File: config.mk
export PLATFORM = sky130hd
export DESIGN_NAME = flash_ctrl
export DESIGN_NICKNAME = d
export VERILOG_FILES = /design/src/rtl/flash_pkg.sv /design/src/rtl/flash_sync_fifo.sv /design/src/rtl/flash_ctrl.sv
export SDC_FILE = /design/constraint.sdc
export NUM_CORES = 2
export LEC_CHECK = 0
export CORE_UTILIZATION = 40
export CTS_BUF_LIST = sky130_fd_sc_hd__clkbuf_16
export DETAILED_ROUTE_END_ITERATION = 7
export GPL_TIMING_DRIVEN = 0
export PLACE_DENSITY_LB_ADDON = 0.08
export SYNTH_ARGS = -nofsm -noshare
export SYNTH_HDL_FRONTEND = slang
export SYNTH_SLANG_ARGS = --single-unit
export TNS_END_PERCENT = 20
File: constraint.sdc
create_clock -name i_clk -period 4.9 [get_ports i_clk]
set_clock_uncertainty 0.1 [all_clocks]
set_input_delay 0.98 -clock i_clk [delete_from_list [all_inputs] [get_ports i_clk]]
set_output_delay 0.98 -clock i_clk [all_outputs]
set_load 0.02 [all_outputs]
File: src/rtl/flash_pkg.sv
// Shared opcodes, operation codes and FSM encoding for the SPI flash controller.
package flash_pkg;

   localparam logic [7:0] CMD_READ = 8'h03;
   localparam logic [7:0] CMD_PP   = 8'h02;
   localparam logic [7:0] CMD_SE   = 8'h20;
   localparam logic [7:0] CMD_WREN = 8'h06;
   localparam logic [7:0] CMD_RDSR = 8'h05;

   typedef enum logic [1:0] {
      OP_READ  = 2'd0,
      OP_PROG  = 2'd1,
      OP_ERASE = 2'd2,
      OP_RSVD  = 2'd3
   } op_t;

   typedef enum logic [3:0] {
      ST_IDLE,
      ST_WAIT_DATA,
      ST_WREN,
      ST_CMD,
      ST_ADDR,
      ST_DATA_TX,
      ST_DATA_RX,
      ST_POLL,
      ST_DONE
   } state_t;

   // Address goes out MSB first: index 0 is bits [23:16].
   function automatic logic [7:0] addr_byte(input logic [23:0] addr, input logic [1:0] idx);
      logic [7:0] b;
      case (idx)
         2'd0:    b = addr[23:16];
         2'd1:    b = addr[15:8];
         default: b = addr[7:0];
      endcase
      return b;
   endfunction

endpackage

File: src/rtl/flash_sync_fifo.sv
// Byte-wide synchronous FIFO holding page-program data; read data is the current head.
module flash_sync_fifo #(
   parameter int unsigned P_DEPTH = 256
) (
   input  logic       i_clk,
   input  logic       i_rst,
   input  logic       i_push,
   input  logic [7:0] i_data,
   input  logic       i_pop,
   output logic [7:0] o_data,
   output logic       o_full,
   output logic       o_empty
);

   localparam int unsigned AW = (P_DEPTH > 1) ? $clog2(P_DEPTH) : 1;
   localparam int unsigned CW = $clog2(P_DEPTH + 1);

   logic [7:0]    mem_q [P_DEPTH];
   logic [AW-1:0] wr_ptr_q, rd_ptr_q;
   logic [CW-1:0] cnt_q;
   logic          push_ok, pop_ok;

   assign o_full  = (cnt_q == CW'(P_DEPTH));
   assign o_empty = (cnt_q == '0);
   assign push_ok = i_push && !o_full;
   assign pop_ok  = i_pop && !o_empty;
   assign o_data  = mem_q[rd_ptr_q];

   always_ff @(posedge i_clk) begin
      if (push_ok) mem_q[wr_ptr_q] <= i_data;
   end

   always_ff @(posedge i_clk) begin
      if (i_rst) begin
         wr_ptr_q <= '0;
         rd_ptr_q <= '0;
         cnt_q    <= '0;
      end else begin
         if (push_ok) wr_ptr_q <= (wr_ptr_q == AW'(P_DEPTH - 1)) ? '0 : wr_ptr_q + AW'(1);
         if (pop_ok)  rd_ptr_q <= (rd_ptr_q == AW'(P_DEPTH - 1)) ? '0 : rd_ptr_q + AW'(1);
         case ({push_ok, pop_ok})
            2'b10:   cnt_q <= cnt_q + CW'(1);
            2'b01:   cnt_q <= cnt_q - CW'(1);
            default: cnt_q <= cnt_q;
         endcase
      end
   end

endmodule

File: src/rtl/flash_ctrl.sv
// SPI NOR flash command sequencer: read, page program and sector erase with
// status polling, feeding a byte-level SPI driver.
module flash_ctrl
   import flash_pkg::*;
#(
   parameter int unsigned P_FIFO_DEPTH = 256,
   parameter int unsigned P_ADDR_W     = 24
) (
   input  logic                i_clk,
   input  logic                i_rst,
   input  logic [1:0]          i_operation_type,
   input  logic [P_ADDR_W-1:0] i_operation_addr,
   input  logic [8:0]          i_operation_num,
   input  logic                i_operation_valid,
   output logic                o_operation_ready,
   input  logic [7:0]          i_write_data,
   input  logic                i_write_sop,
   input  logic                i_write_eop,
   input  logic                i_write_valid,
   output logic [7:0]          o_read_data,
   output logic                o_read_sop,
   output logic                o_read_eop,
   output logic                o_read_valid,
   output logic [7:0]          o_spi_byte,
   output logic                o_spi_valid,
   output logic                o_spi_last,
   input  logic                i_spi_ready,
   input  logic [7:0]          i_spi_rx_byte,
   input  logic                i_spi_rx_valid
);

   state_t      state_q;
   op_t         op_q;
   logic [23:0] addr_q;
   logic [8:0]  num_q, idx_q, wr_cnt_q, fwd_q, pend_q, skip_q, pend_nxt;
   logic [2:0]  hdr_q;
   logic        prx_q, rdy_q;
   logic [7:0]  spi_byte_q, rd_data_q;
   logic        spi_valid_q, spi_last_q;
   logic        rd_valid_q, rd_sop_q, rd_eop_q;

   logic        spi_fire, wr_take, fifo_pop, fifo_full, fifo_empty;
   logic [7:0]  fifo_rdata;
   logic        rx_counted, rd_frame;
   logic        unused_sop;

   assign unused_sop = i_write_sop;

   assign o_operation_ready = rdy_q && !i_rst;
   assign o_spi_byte        = spi_byte_q;
   assign o_spi_valid       = spi_valid_q;
   assign o_spi_last        = spi_last_q;
   assign o_read_data       = rd_data_q;
   assign o_read_sop        = rd_sop_q;
   assign o_read_eop        = rd_eop_q;
   assign o_read_valid      = rd_valid_q;

   always_comb begin
      spi_fire   = spi_valid_q && i_spi_ready;
      wr_take    = (state_q == ST_WAIT_DATA) && i_write_valid && (wr_cnt_q < num_q) && !fifo_full;
      fifo_pop   = spi_fire && !fifo_empty &&
                   (((state_q == ST_ADDR) && (idx_q == 9'd2) && (op_q == OP_PROG)) ||
                    ((state_q == ST_DATA_TX) && (idx_q < wr_cnt_q)));
      rx_counted = i_spi_rx_valid && ((pend_q != '0) || spi_fire);
      pend_nxt   = pend_q + {8'd0, spi_fire} - {8'd0, rx_counted};
      rd_frame   = (op_q == OP_READ) &&
                   ((state_q == ST_CMD) || (state_q == ST_ADDR) || (state_q == ST_DATA_RX));
   end

   flash_sync_fifo #(.P_DEPTH(P_FIFO_DEPTH)) u_fifo (
      .i_clk   (i_clk),
      .i_rst   (i_rst),
      .i_push  (wr_take),
      .i_data  (i_write_data),
      .i_pop   (fifo_pop),
      .o_data  (fifo_rdata),
      .o_full  (fifo_full),
      .o_empty (fifo_empty)
   );

   always_ff @(posedge i_clk) begin
      if (i_rst) begin
         state_q     <= ST_IDLE;
         op_q        <= OP_READ;
         addr_q      <= '0;
         num_q       <= '0;
         idx_q       <= '0;
         wr_cnt_q    <= '0;
         fwd_q       <= '0;
         pend_q      <= '0;
         skip_q      <= '0;
         hdr_q       <= '0;
         prx_q       <= 1'b0;
         rdy_q       <= 1'b1;
         spi_byte_q  <= '0;
         spi_valid_q <= 1'b0;
         spi_last_q  <= 1'b0;
         rd_data_q   <= '0;
         rd_valid_q  <= 1'b0;
         rd_sop_q    <= 1'b0;
         rd_eop_q    <= 1'b0;
      end else begin
         rd_valid_q <= 1'b0;
         rd_sop_q   <= 1'b0;
         rd_eop_q   <= 1'b0;
         pend_q     <= pend_nxt;

         // The first four rx bytes of a read frame echo command and address.
         if (i_spi_rx_valid && rd_frame) begin
            if (hdr_q != 3'd4) begin
               hdr_q <= hdr_q + 3'd1;
            end else if (fwd_q != num_q) begin
               rd_data_q  <= i_spi_rx_byte;
               rd_valid_q <= 1'b1;
               rd_sop_q   <= (fwd_q == '0);
               rd_eop_q   <= (fwd_q + 9'd1 == num_q);
               fwd_q      <= fwd_q + 9'd1;
            end
         end

         case (state_q)
            ST_IDLE: begin
               if (i_operation_valid && rdy_q) begin
                  rdy_q    <= 1'b0;
                  op_q     <= op_t'(i_operation_type);
                  addr_q   <= 24'(i_operation_addr);
                  num_q    <= i_operation_num;
                  idx_q    <= '0;
                  wr_cnt_q <= '0;
                  hdr_q    <= '0;
                  fwd_q    <= '0;
                  if (i_operation_num == '0 || op_t'(i_operation_type) == OP_RSVD) begin
                     state_q <= ST_DONE;
                  end else begin
                     case (op_t'(i_operation_type))
                        OP_READ: begin
                           state_q <= ST_CMD;
                           {spi_valid_q, spi_last_q, spi_byte_q} <= {1'b1, 1'b0, CMD_READ};
                        end
                        OP_PROG: state_q <= ST_WAIT_DATA;
                        default: begin
                           state_q <= ST_WREN;
                           {spi_valid_q, spi_last_q, spi_byte_q} <= {1'b1, 1'b1, CMD_WREN};
                        end
                     endcase
                  end
               end
            end

            ST_WAIT_DATA: begin
               if (wr_take) begin
                  wr_cnt_q <= wr_cnt_q + 9'd1;
                  if (i_write_eop || (wr_cnt_q + 9'd1 == num_q)) begin
                     state_q <= ST_WREN;
                     {spi_valid_q, spi_last_q, spi_byte_q} <= {1'b1, 1'b1, CMD_WREN};
                  end
               end
            end

            ST_WREN: begin
               if (spi_fire) begin
                  state_q <= ST_CMD;
                  {spi_valid_q, spi_last_q, spi_byte_q} <=
                     {1'b1, 1'b0, (op_q == OP_PROG) ? CMD_PP : CMD_SE};
               end
            end

            ST_CMD: begin
               if (spi_fire) begin
                  state_q <= ST_ADDR;
                  idx_q   <= '0;
                  {spi_valid_q, spi_last_q, spi_byte_q} <= {1'b1, 1'b0, addr_byte(addr_q, 2'd0)};
               end
            end

            ST_ADDR: begin
               if (spi_fire) begin
                  if (idx_q != 9'd2) begin
                     idx_q <= idx_q + 9'd1;
                     {spi_valid_q, spi_last_q, spi_byte_q} <=
                        {1'b1, (op_q == OP_ERASE) && (idx_q == 9'd1),
                         addr_byte(addr_q, idx_q[1:0] + 2'd1)};
                  end else if (op_q == OP_READ) begin
                     state_q <= ST_DATA_RX;
                     idx_q   <= 9'd1;
                     {spi_valid_q, spi_last_q, spi_byte_q} <= {1'b1, num_q == 9'd1, 8'h00};
                  end else if (op_q == OP_PROG) begin
                     state_q <= ST_DATA_TX;
                     idx_q   <= 9'd1;
                     {spi_valid_q, spi_last_q, spi_byte_q} <= {1'b1, wr_cnt_q == 9'd1, fifo_rdata};
                  end else begin
                     state_q <= ST_POLL;
                     idx_q   <= '0;
                     prx_q   <= 1'b0;
                     skip_q  <= pend_nxt;
                     {spi_valid_q, spi_last_q, spi_byte_q} <= {1'b1, 1'b0, CMD_RDSR};
                  end
               end
            end

            ST_DATA_TX: begin
               if (spi_fire) begin
                  if (idx_q < wr_cnt_q) begin
                     idx_q <= idx_q + 9'd1;
                     {spi_valid_q, spi_last_q, spi_byte_q} <=
                        {1'b1, idx_q + 9'd1 == wr_cnt_q, fifo_rdata};
                  end else begin
                     state_q <= ST_POLL;
                     idx_q   <= '0;
                     prx_q   <= 1'b0;
                     skip_q  <= pend_nxt;
                     {spi_valid_q, spi_last_q, spi_byte_q} <= {1'b1, 1'b0, CMD_RDSR};
                  end
               end
            end

            ST_DATA_RX: begin
               if (spi_fire) begin
                  if (idx_q < num_q) begin
                     idx_q <= idx_q + 9'd1;
                     {spi_valid_q, spi_last_q, spi_byte_q} <= {1'b1, idx_q + 9'd1 == num_q, 8'h00};
                  end else begin
                     {spi_valid_q, spi_last_q, spi_byte_q} <= '0;
                  end
               end
               if (!spi_valid_q && (fwd_q == num_q)) state_q <= ST_DONE;
            end

            ST_POLL: begin
               if (spi_fire) begin
                  if (idx_q == '0) begin
                     idx_q <= 9'd1;
                     {spi_valid_q, spi_last_q, spi_byte_q} <= {1'b1, 1'b1, 8'h00};
                  end else begin
                     {spi_valid_q, spi_last_q, spi_byte_q} <= '0;
                  end
               end
               // Rx pulses still owed for bytes sent before this frame are skipped.
               if (i_spi_rx_valid) begin
                  if (skip_q != '0) begin
                     skip_q <= skip_q - 9'd1;
                  end else if (!prx_q) begin
                     prx_q <= 1'b1;
                  end else begin
                     prx_q <= 1'b0;
                     if (i_spi_rx_byte[0]) begin
                        idx_q  <= '0;
                        skip_q <= pend_nxt;
                        {spi_valid_q, spi_last_q, spi_byte_q} <= {1'b1, 1'b0, CMD_RDSR};
                     end else begin
                        state_q <= ST_DONE;
                     end
                  end
               end
            end

            ST_DONE: begin
               state_q <= ST_IDLE;
               rdy_q   <= 1'b1;
            end

            default: state_q <= ST_IDLE;
         endcase
      end
   end

endmodule
Word level (Yosys, flattened, before mapping). Memory sizes are Yosys's and may differ from the RTL's. A register that Yosys moved wholly into a read port is not among the register bits. Cells that the tools add are included. Widths: inputs -> output; s select.

Output and inout port bits: 22. Flip-flop bits (word level): 135. Memory bits (writable): 2048. Memories: 1. Logic and storage cells: 288. Bits in latches: 0. Memory bits (read-only): 0.

Eq/ne operators: 54. Reduce and logical (&&, ||, !) cells: 61. $lt $le $gt $ge: 3. $mul: 0. Bitwise gates (word level): 3. Add/sub/neg operators: 12. Shift-type cells: 0. Divide/modulo/power cells: 0. Multiplexer cells: 132.

Memory list: u_fifo.mem_q (depth 256, bits a word 8, read ports 1, clocked after memory_dff 1, wr ports 1, line flash_sync_fifo.sv:18) `logic [7:0] mem_q [P_DEPTH];`.

Operator list (number): $mux 9 (30); $mux 8 (21); $pmux 8 s8 (1); $mux 4 (15); $pmux 9 s6 (1); $eq 9x9->1 (5); $mux 1 (45); $add 9x1->9 const B (4); $logic_not 9->1 (4); $pmux 9 s2 (2); $ne 2x2->1 const B (16); $pmux 4 s8 (1); $pmux 8 s2 (2); $reduce_and 10->1 (3); $eq 9x1->1 const B (3); $lt 9x9->1 (3); $pmux 9 s3 (1); $logic_and 1x1->1 (18); $reduce_bool 9->1 (2); $sub 9x1->9 const B (2); $add 8x1->8 const B (2); $eq 4x3->1 const B (4); $eq 8x8->1 const B (2); $reduce_and 14->1 (1); other kinds (42) (77).

Logic depth before layout (Yosys ltp).
Depth in word-level cells: 9. Depth in mapped cells: 25. Mapped depth without buffers: 21.

By module. From an unflattened synthesis, not the netlist that was laid out.

Cells, all modules: 4950. Area, all modules: 88628.8 sq um.

Modules (own cells, without submodules): flash_sync_fifo (cells an instance 3962, area an instance 81057.7 sq um, instances 1); flash_ctrl (cells an instance 988, area an instance 7571.0 sq um, instances 1).

Worst setup path before layout. No wires, ideal clock.

Path kind: flip-flop to flip-flop. Start: register num_q[1]. End: register u_fifo.cnt_q[6]. Setup slack: -299 ps. Required time: 4730 ps. Clock period less this slack: 5199 ps. Library setup time: 70 ps. Arrival time: 5029 ps. Cell stages (with the launch flop): 25. Buffers on the path: 4. Cell sequence: dfxtp_1 -> clkbuf_1 -> inv_1 -> ha_1 -> nor2b_1 -> o21a_1 -> o21a_1 -> o21ai_0 -> a21oi_1 -> nor2_1 -> inv_1 -> clkbuf_1 -> ha_1 -> clkbuf_1 -> buf_1 -> xor2_1 -> ha_1 -> a21oi_1 -> o21ai_0 -> a221oi_1 -> o21ai_0 -> a221oi_1 -> xor2_1 -> or3_1 -> a21oi_1.

Word-level cells in the longest chain between the ends: 6. Elaborated cells between the ends (all ways): 8. Classes of those cells: order compare: 1; eq/ne: 2; mux: 1; reduce/logical: 4.

Ends and longest elaborated chain: start: declaration (line flash_ctrl.sv:35) `logic [8:0] num_q, idx_q, wr_cnt_q, fwd_q, pend_q, skip_q, pend_nxt;`; start signal: assignment (line flash_ctrl.sv:127) `num_q <= i_operation_num;`; $lt 9x9->1 (*) (line flash_ctrl.sv:60) `wr_take = (state_q == ST_WAIT_DATA) && i_write_valid && (wr_cnt_q < num_q) && !fifo_full;`; $logic_and 1x1->1 (*) (2 in series) (line flash_ctrl.sv:60); $logic_and 1x1->1 (*) (line flash_sync_fifo.sv:25) `assign push_ok = i_push && !o_full;`; $eq 2x1->1 or $eq 2x2->1 (tied branches) (line flash_sync_fifo.sv:41) `case ({push_ok, pop_ok})`; $pmux 9 s2 or $reduce_bool 2->1 (tied branches); end signal: assignment (line flash_sync_fifo.sv:42) `2'b10: cnt_q <= cnt_q + CW'(1);`; end signal: assignment (line flash_sync_fifo.sv:43) `2'b01: cnt_q <= cnt_q - CW'(1);`; end signal: assignment (line flash_sync_fifo.sv:44) `default: cnt_q <= cnt_q;`; end: declaration (line flash_sync_fifo.sv:20) `logic [CW-1:0] cnt_q;`.

Mark *: on every way between the ends. The rest lies on a longest branch, timed or not. A chain may end at the register's enable or synchronous reset.

Worst setup path after layout.
Start: register num_q[6]. End: memory u_fifo.mem_q[154][4] (enable).

Word-level cells in the longest chain between the ends: 6.

Ends and longest elaborated chain: $lt 9x9->1 (line flash_ctrl.sv:60); $logic_and 1x1->1 (2 in series) (line flash_ctrl.sv:60); $logic_and 1x1->1 (line flash_sync_fifo.sv:25); $mux 1 (line flash_sync_fifo.sv:30) `if (push_ok) mem_q[wr_ptr_q] <= i_data;`; $mux 1 (not written as such) (line flash_sync_fifo.sv:30); end: declaration (line flash_sync_fifo.sv:18).

No other way between the ends.

==> reports/qor.txt <==
Outcome = finished, violations left
Failing checks = capacitance limit, slew limit, setup timing
Starting Density = 40.3%
Type of the worst min-delay path = register to register
Critical Path End Type = register
CTS tree = done
Number of global-route vias before repair = 47222
Startpoint Class = register
Clk buf depth = 3
PD cells = 392 nW/um^2
Setup CP Type = register to register
Sequential area share after synthesis = 73.3%
Worst-path cell chain = inv_1 -> ha_1 -> a21o_1 -> a21oi_1 -> nand4_1 -> nor2_4 -> buf_12 -> clkbuf_1 -> nand3_1 -> buf_1 -> nor2_1
Clock Latency Late Sink = 0.89 ns
Die Width = 471 um
Ports = 81
Fin crit share = 106%
Total iterations of the first detailed-routing run = 5
Routed len/inst = 37.5 um
Global-route wire length before repair = 406000 um
Max VDD drop = 390 uV
Hold path depth = 2
Root Buffer = clkbuf_16
Setup-failing EPs final = 97
Max-slew violation count = 55
Fillers = 18404
Most common cell after layout, fill and taps aside = edfxtp_1
TNS Setup = -11.45 ns
Hold-fix buffers, CTS = 0
Core Area = 218000 sq um
CP bufs+invs = 4
Routed via count = 48022
CP Depth = 11
Main synth FF type = edfxtp_1
R2R depth = 11
Rows = 171
Count of cell types in the netlist = 76
Commonest cells after routing, fill and taps aside = edfxtp_1, mux4_2, nor2_1, clkbuf_16, nand2_1
Antenna violations before repair = 13
YS warnings = 0
DP HPWL = 201000 um
H-tree levels = 4
Clock-pin slew on the worst setup and hold paths = 0.06 ns
Share of layout cells above drive strength 1 = 26.2%
Worst EP required = 5.31 ns
Final nets = 5026
DRT iter0 DRCs = 6451
Lkg Pwr = 30.9 nW
Netlist Area Pre-Place = 87900 sq um
CP max-delay cell = nor2_1
Slack of the worst reg-to-reg path = -0.29 ns
Final WS setup = -0.291 ns
Critical path data arrival time = 5.60 ns
Critical path peak fanout = 10
Number of flops mapped to enable cells by yosys = 2048
Drc violations = 0
Min Clock Period, post-route = 5.19 ns
Max-cap check violation count = 5
Hold slack = 0.360 ns
Synthesized flop and latch total = 2191
Vias/cell = 6.03
Pre-CTS setup slack = -1.58 ns
Post-synthesis to final-layout area growth = 15.3%
Reg area = 64400 sq um
Sinks on Clock Net = 2191
Mapped Avg Cell Area = 19.5 sq um
Worst Tran Pin Value = 1.69 ns
Die ar. = 222000 sq um
GRT overflow = 0
Crit-path max cell delay = 0.91 ns
Chip height = 471 um
Port Buffers = 79
RSZ-0062 raised after global routing = yes
Total global-route track usage = 26.9%
Mapped Cells = 4508
Pin count of the biggest net entering global routing = 171
Relative slew margins = -12.5%
Net Count, Synth = 4627
Num CTS Buffers = 229
RePlAce Congestion = 0.867
Max Freq = 0.193 GHz
Ys async rst share = 0%
ANT nets after route = 0
CP delay by family, top = simple AND/OR/NAND/NOR gates
Final hold violations = 0
Area of the multi-input gates = 22400 sq um
WL final = 299000 um
-- flip-flops by register name (all words and copies together) (netlist names), named ones only --
| register | cells |
|---|---|
| addr_q | 24 |
| fwd_q | 9 |
| hdr_q | 3 |
| idx_q | 9 |
| num_q | 9 |
| o_read_data | 8 |
| o_read_eop | 1 |
| o_read_sop | 1 |
| o_read_valid | 1 |
| o_spi_byte | 8 |
| o_spi_last | 1 |
| o_spi_valid | 1 |
| op_q | 2 |
| pend_q | 9 |
| prx_q | 1 |
| rdy_q | 1 |
| skip_q | 9 |
| state_q | 4 |
| u_fifo.cnt_q | 9 |
| u_fifo.mem_q | 2048 |
| u_fifo.rd_ptr_q | 8 |
| u_fifo.wr_ptr_q | 8 |
| wr_cnt_q | 9 |
-- power by group --
part | internal (mW) | switching [mW] | total (mW)
Combinational | 0.727 | 1.48 | 2.20
Clock | 9.26 | 7.57 | 16.8
Sequential | 20.6 | 0.143 | 20.7
-- synth_stat cells, drive strengths merged, types with 13 or more instances --
cell type  instances  area share, %
a211oi            14           0.12
a21oi            129           0.73
a221oi            15           0.16
a22oi             34           0.29
and3              15           0.11
buf              121           0.84
clkbuf           139           0.59
dfxtp            143            3.3
edfxtp          2048             70
ha                59           0.84
inv               54           0.23
mux2i             44           0.50
mux4             612             16
nand2            166           0.71
nand2b            16           0.11
nand3             68           0.39
nand4             13          0.093
nor2             373            1.6
nor2b             41           0.29
nor3              20           0.11
nor4              20           0.15
o211ai            16           0.14
o21ai             69           0.39
o22ai             16           0.11
or3               14           0.10
xnor2             53           0.53
xor2              31           0.31
-- kinds of logic after synthesis --
group / Yosys count / synth area share [%]
xor+xnor: 84 / 0.837
flops: 2191 / 73.3
buf+inv: 315 / 1.67
mux: 666 / 16.3
compound gates: 396 / 2.96
simple gates: 796 / 4.10
fa+ha+maj: 60 / 0.863
-- layout make-up --
cell class              instances  area share [%]
diodes                          7          0.0173
plain buffers                 256            1.62
clock buffers                 230            5.68
clock inverters               201            1.45
inverters                      55           0.207
multi-input cells            2002            22.1
flip-flops and latches       2191            63.5
well taps                    2854            3.52
repair buffers                172            1.83
-- final timing paths --
path / endpoint / start
setup reg to reg: u_fifo.mem_q[154][4]$_DFFE_PP_ / num_q[6]$_SDFFE_PP0P_
hold / removal: addr_q[6]$_SDFFE_PP0P_ / addr_q[6]$_SDFFE_PP0P_
setup / recovery: u_fifo.mem_q[154][4]$_DFFE_PP_ / num_q[6]$_SDFFE_PP0P_
hold reg to reg: addr_q[6]$_SDFFE_PP0P_ / addr_q[6]$_SDFFE_PP0P_
-- metrics by stage --
stage                     cell area (sq um)  util, %  instances  total power [mW]
after global routing                 101000     46.5       7963              40.9
after detailed placement              92700     42.6       7457              23.3
after global placement                92200     42.3       7441              23.4
final                                101000     46.5       7968              39.7
after floorplan                       87900        -       4508              22.3
after CTS                            101000     46.4       7950              40.0
-- layer usage --
layer,share of wire (%),GRT usage [%],vias up
li1,-,-,19308
met1,42,37.6,26138
met2,46,42.0,2104
met3,7.6,5.50,470
met4,3.7,8.96,2
met5,0.0044,0,-
-- worst min-delay path, delay by kind of cell, from the launching register on --
kind / cells / cell delay (ns)
DFF: 1 / 0.31
and+or+nand+nor: 1 / 0.05
AOI/OAI and AO/OA: 1 / 0.05
-- what timing repair did --
item,in CTS,in global routing
gates resized for setup,282,30
endpoints found under the setup margin,1710,307
buffers inserted,66,9
pin swaps,51,13
(Power assumes the default switching activity.)
